### src/rtl/hilo_reg_pipe_if.sv
// rtl/hilo_reg_pipe_if.sv - EX-side HI/LO write request and read-back bundle
interface hilo_reg_pipe_if;
    logic        we_e;
    logic [63:0] hilo_e;
    logic        stall_e;
    logic        flush_e;
    logic        flush_m;
    logic [31:0] hi_o;
    logic [31:0] lo_o;
    logic        hazard_o;
    logic        busy_o;

    // Pipeline control / EX side that issues writes and consumes HI/LO
    modport master (
        output we_e,
        output hilo_e,
        output stall_e,
        output flush_e,
        output flush_m,
        input  hi_o,
        input  lo_o,
        input  hazard_o,
        input  busy_o
    );

    // The HI/LO register pipe itself
    modport slave (
        input  we_e,
        input  hilo_e,
        input  stall_e,
        input  flush_e,
        input  flush_m,
        output hi_o,
        output lo_o,
        output hazard_o,
        output busy_o
    );
endinterface

### src/rtl/hilo_reg_pipe.sv
// rtl/hilo_reg_pipe.sv - HI/LO register with M/W write pipeline; HILO_FWD_EN enables forwarding
module hilo_reg_pipe (
    input  logic            clk,
    input  logic            rst,
    hilo_reg_pipe_if.slave  bus
);

    logic        valid_m;
    logic [63:0] data_m;
    logic        valid_w;
    logic [63:0] data_w;
    logic [63:0] arch;

    logic        capture;
    logic        advance;
    logic [63:0] read_sel;

    // A write enters M only from a live, unstalled EX entry and never while MEM is being flushed
    assign capture = bus.we_e & ~bus.stall_e & ~bus.flush_e & ~bus.flush_m;
    // The M entry is lost if MEM is flushed; W is past the flush point and always commits
    assign advance = valid_m & ~bus.flush_m;

    // M stage: capture accepted EX writes
    always_ff @(posedge clk or posedge rst) begin
        if (rst) begin
            valid_m <= 1'b0;
            data_m  <= 64'd0;
        end else begin
            valid_m <= capture;
            if (capture) begin
                data_m <= bus.hilo_e;
            end
        end
    end

    // W stage: move surviving M entries forward
    always_ff @(posedge clk or posedge rst) begin
        if (rst) begin
            valid_w <= 1'b0;
            data_w  <= 64'd0;
        end else begin
            valid_w <= advance;
            if (advance) begin
                data_w <= data_m;
            end
        end
    end

    // Architectural HI/LO: commit W entries
    always_ff @(posedge clk or posedge rst) begin
        if (rst) begin
            arch <= 64'd0;
        end else if (valid_w) begin
            arch <= data_w;
        end
    end

    // Read value seen by EX; hilo_e is never bypassed so EX cannot read its own write
    always_comb begin
        read_sel = arch;
`ifdef HILO_FWD_EN
        if (valid_m) begin
            read_sel = data_m;
        end else if (valid_w) begin
            read_sel = data_w;
        end
`endif
    end

    assign bus.hi_o   = read_sel[63:32];
    assign bus.lo_o   = read_sel[31:0];
    assign bus.busy_o = valid_m | valid_w;

`ifdef HILO_FWD_EN
    assign bus.hazard_o = 1'b0;
`else
    // Without forwarding any in-flight write makes the architectural value stale
    assign bus.hazard_o = valid_m | valid_w;
`endif

endmodule

### src/flat_wrapper.sv
// flat-port wrapper written by rule: the top's interface ports become plain ports
module hilo_reg_pipe_flat 
  (clk, rst, bus_we_e, bus_hilo_e, bus_stall_e, bus_flush_e, bus_flush_m, bus_hi_o, bus_lo_o, bus_hazard_o, bus_busy_o);
  hilo_reg_pipe_if bus_i ();
  input  logic clk;
  input  logic rst;
  input wire logic [$bits(bus_i.we_e)-1:0] bus_we_e;
  input wire logic [$bits(bus_i.hilo_e)-1:0] bus_hilo_e;
  input wire logic [$bits(bus_i.stall_e)-1:0] bus_stall_e;
  input wire logic [$bits(bus_i.flush_e)-1:0] bus_flush_e;
  input wire logic [$bits(bus_i.flush_m)-1:0] bus_flush_m;
  output wire logic [$bits(bus_i.hi_o)-1:0] bus_hi_o;
  output wire logic [$bits(bus_i.lo_o)-1:0] bus_lo_o;
  output wire logic [$bits(bus_i.hazard_o)-1:0] bus_hazard_o;
  output wire logic [$bits(bus_i.busy_o)-1:0] bus_busy_o;
  assign bus_i.we_e = bus_we_e;
  assign bus_i.hilo_e = bus_hilo_e;
  assign bus_i.stall_e = bus_stall_e;
  assign bus_i.flush_e = bus_flush_e;
  assign bus_i.flush_m = bus_flush_m;
  assign bus_hi_o = bus_i.hi_o;
  assign bus_lo_o = bus_i.lo_o;
  assign bus_hazard_o = bus_i.hazard_o;
  assign bus_busy_o = bus_i.busy_o;
  hilo_reg_pipe u_core (.clk(clk), .rst(rst), .bus(bus_i));
endmodule
### config.mk
export PLATFORM = sky130hd
export DESIGN_NAME = hilo_reg_pipe_flat
export DESIGN_NICKNAME = d
export VERILOG_FILES = /design/src/rtl/hilo_reg_pipe_if.sv /design/src/rtl/hilo_reg_pipe.sv /design/src/flat_wrapper.sv
export SDC_FILE = /design/constraint.sdc
export NUM_CORES = 1
export LEC_CHECK = 0
export ABC_AREA = 1
export CORE_ASPECT_RATIO = 2
export CORE_MARGIN = 1
export CORE_UTILIZATION = 55
export CTS_CLUSTER_DIAMETER = 30
export CTS_CLUSTER_SIZE = 12
export DETAILED_ROUTE_END_ITERATION = 10
export DONT_BUFFER_PORTS = 1
export GPL_ROUTABILITY_DRIVEN = 0
export PLACE_DENSITY = 0.81
export SYNTH_ARGS = -nofsm -noshare
export SYNTH_HDL_FRONTEND = slang
export SYNTH_SLANG_ARGS = --single-unit
### constraint.sdc
create_clock -name clk -period 14.9 [get_ports clk]
set_input_delay 2.98 -clock clk [delete_from_list [all_inputs] [get_ports clk]]
set_output_delay 2.98 -clock clk [all_outputs]
set_load 0.05 [all_outputs]
[After elaboration in Yosys (flattened, before gate mapping)]
Index checks and enable logic that the tools add are counted.
Word-level totals
  output and inout bits: 66
  register bits after elaboration: 194
  input port bits: 70
Operators by class
  bitwise gates (word level): 8
Operator list (count)
  AND 1 bit: 4
  inverter 1 bit: 3
  bitwise OR 1 bit: 1

[Longest topological paths before layout]
  depth after elaboration: 4
  gate-level depth with buffers: 7

[Worst setup path before layout]
OpenSTA, ideal clock, no wires.
  path type: register -> output
  start: register u_core.valid_w
  end: output port bus_hazard_o
  setup slack: 10.720 ns
  stages on the path, launching flop included: 4
  required time: 11.920 ns
  arrival: 1.200 ns
  path through: dfrtp_1 > buf_2 > or2_2 > buf_4
On the way
  word-level cells in the longest chain between the ends: 1
RTL lines
  start: declaration: RTL line hilo_reg_pipe.sv:10  | logic valid_w;
  start signal: assignment: RTL line hilo_reg_pipe.sv:42  | valid_w <= advance;
  bitwise OR 1 bit
  end: declaration: RTL line flat_wrapper.sv:14  | output wire logic [$bits(bus_i.hazard_o)-1:0] bus_hazard_o;
No other way between the ends.

[Final worst setup path]
Ends and elaborated chain as after synthesis.

==> results list <==
* Outcome: finished with violations
- The final reports fail on design-rule violations.
- Post-route antenna net violation count: 0
- DP HPWL: 8390 um
* Post-synthesis average cell area: around 9.0 sq um
- The initial antenna violation count came to 0.
* Number of flops mapped to enable cells by yosys: 0
- Design Power: 1.36 mW
- For this configuration, the core starts out at a cell density of 56.2%.
* Setup Skew: 0.00831 ns
- Iter 0 DRT Violations: between 300 and 400
* Quantity of I/O buffers inserted on ports: 0
- After routing, the total negative slack on setup checks comes to 0 ns.
* Count of distinct cell types in the synthesized netlist: 12
- Min Hold Slack: 0.469 ns
- Final-report hold violation count: 0
* Post-layout nets: ~880
- In the final routed layout, each cell accounts on average for 14.6 um.
- Sequential cells were found to cover 64.7% of the synthesized design area.
- Resize count post-CTS: 0
- At the placement stage, the worst setup path has a slack of 10.21 ns.
- Worst-margin pin slew: 1.11 ns
- Via density: 5.19
- Type of the setup path with the least slack: flip-flop to primary output
- First-pass GRT wire length: ~24,000 um
- Among cell families on the critical path, the largest total delay comes from simple AND/OR/NAND/NOR gates.
- CTS placed an instance of sky130_fd_sc_hd__clkbuf_16 at the clock tree root.
* Clk_lat worst skew: 0.42 ns
* Number of global-route vias before repair: slightly below 5,000
* Total of max-cap violations: 0
- Overflow left after global routing: 0
- Worst setup margin: 10.57 ns
* Largest stage delay, worst path: roughly 0.53 ns
- From synthesis to final layout, the design area changed by 6.63%.
- Detailed-route wire length: roughly 14,000 um
- Buffers and inverters on the worst path: 0
* Top cell type by total area after synthesis: sky130_fd_sc_hd__dfrtp_1
- Share of Yosys cell area claimed by the top area cell type: 64.7%
- In the finished design, the share of the clock period the worst path needs comes to ~29%.
- Chip height: approximately 170 um
- Synth Flop Type: sky130_fd_sc_hd__dfrtp_1
* Std-Cell Rows: 60
* Global Route Usage Sum: 21.4%
* Yosys synthesis warning count: 0
* Power per standard cell area: 170 nW/um^2
* Largest net degree at the start of global routing: 133
* # hold bufs at CTS: 0
* Layout cells sized above 1: under 10%
- Core ar.: 13,400 sq um
- At the end of the flow the core is filled with cells to 59.9%.
- In this run the register-to-register setup slack is about 13 ns.
- Clock tree buffer depth: 2
- Ranked by total cell area, the synthesized netlist is headed by sky130_fd_sc_hd__dfrtp_1 65%, sky130_fd_sc_hd__nand2_1 26%, sky130_fd_sc_hd__nand3_1 4.3%, sky130_fd_sc_hd__buf_4 2.3%, sky130_fd_sc_hd__buf_6 1.7%.
* HP Class: flip-flop to flip-flop
* Min Tclk post-route: 4.33 ns
- The repair_antennas step left the layout with diodes totalling 0.
- Counting flops with an async set or reset pin after synthesis yields a share of 100%.
- Count of pins over their slew limit: 0
* Chip Width: 84.6 um
- Combined area of the multi-input logic cells: 2280 sq um
* Leakage power: 4.50 nW
* Full die area: 14,100 sq um
- Biggest fanout along the worst timing path: 2
* Unrepaired setup endpoints after global routing: false
- CTS Buf Count: 17
- After clock tree synthesis, the clock-pin slew on the worst setup and hold paths is 0.07 ns.
* CTS tree: built
- Top achievable clock speed: between 0.2 and 0.25 GHz
- Boundary Pins: 136
- Max-Slew Margin vs Limit: about 26%
* Cell area after technology mapping: 7510 sq um
* Setup bufs post-CTS: 0
- Counting every net in the synthesized netlist gives 900.
- H-tree level count: 4
- Sequence of cells on the critical path: or2_2
- Total number of vias: 5,059
- Setup violations remaining at the end of the flow were counted as 0.
* Arrival time at the worst endpoint: 1.35 ns
- Across the VDD grid, the largest voltage drop is approximately 0.1 mV.
- Startpoint class of the critical path: flip-flop
* Number of remaining DRC errors: 6
- For the worst setup path, the data required time is 11.92 ns.
* List of most frequent post-synthesis cells: 514 x sky130_fd_sc_hd__nand2_1, 194 x sky130_fd_sc_hd__dfrtp_1, 64 x sky130_fd_sc_hd__nand3_1
- STA classifies the critical path endpoint as a primary output.
* Slowest cell on the critical path: sky130_fd_sc_hd__or2_2
- For this run, the detailed router's first-pass iteration total came to 9.
* Sinks on Clock Net: 194
* Most repeated cell in the gate-level netlist after synthesis: sky130_fd_sc_hd__nand2_1
- Synthesis handed over a netlist of 830 instances.
* Fillers: 1,184
* Synthesized flop and latch total: 194
- Footprint of the flip-flops and latches: a little under 5000 sq um
path summary, 6_finish.rpt:
kind	from	endpoint	cells past startpoint
max in group asynchronous	rst	u_core.data_w[36]	2
hold / removal	u_core.data_m[22]	u_core.data_w[22]	2
hold reg to reg	u_core.data_m[22]	u_core.data_w[22]	2
setup reg to reg	u_core.valid_m	u_core.data_w[63]	5
min in group asynchronous	rst	u_core.arch[10]	1
setup / recovery	u_core.valid_w	bus_hazard_o	1
layer usage:
| layer | wire length [um] | global-route usage, % | share of wire, % |
|---|---|---|---|
| met5 | 0 | 0 | 0 |
| met4 | 354 | 8.99 | 2.5 |
| met3 | 671 | 4.24 | 4.7 |
| met2 | 7210 | 35.9 | 51 |
| met1 | 5950 | 27.0 | 42 |
state kept, by name, indices dropped and copies added (netlist names):
register        flops
u_core.arch        64
u_core.data_m      64
u_core.data_w      64
u_core.valid_m      1
u_core.valid_w      1
metrics by stage:
step                      instances  instance area (sq um)
after floorplan                 830                   7510
after global placement          942                   7410
after detailed placement        942                   7410
after CTS                       974                   8000
after global routing            974                   8000
final                           974                   8000
power by group:
group / internal (mW) / switching (mW) / total, mW
registers: 0.627 / 0.170 / 0.797
clock network: 0.240 / 0.212 / 0.451
logic: 0.0433 / 0.0687 / 0.112
total: 0.910 / 0.450 / 1.36
cells in the final DEF, fill, tap and decap left out, drive strengths merged:
cell and n:
nand2 514, nor2 2, clkbuf 17, nand3 64, buf 6, clkinvlp 1
bufinv 1, or2 1, dfrtp 194, clkinv 6, inv 13
cell families (layout without fill, tap and decap cells):
group         count (synthesis)  after routing  synth area share [%]
flops                       194            194                  64.7
buf+inv                      55             44                  5.13
simple gates                581            581                  30.2
final cells by class:
cell class	instances	area share, %
inverter	6	0.375
tap	155	2.42
sequential	194	60.7
multi-input combinational	581	28.5
clock buffer	17	5.31
timing repair buffer	6	0.563
clock inverter	15	2.13
Power figures use the tool's default switching activity.
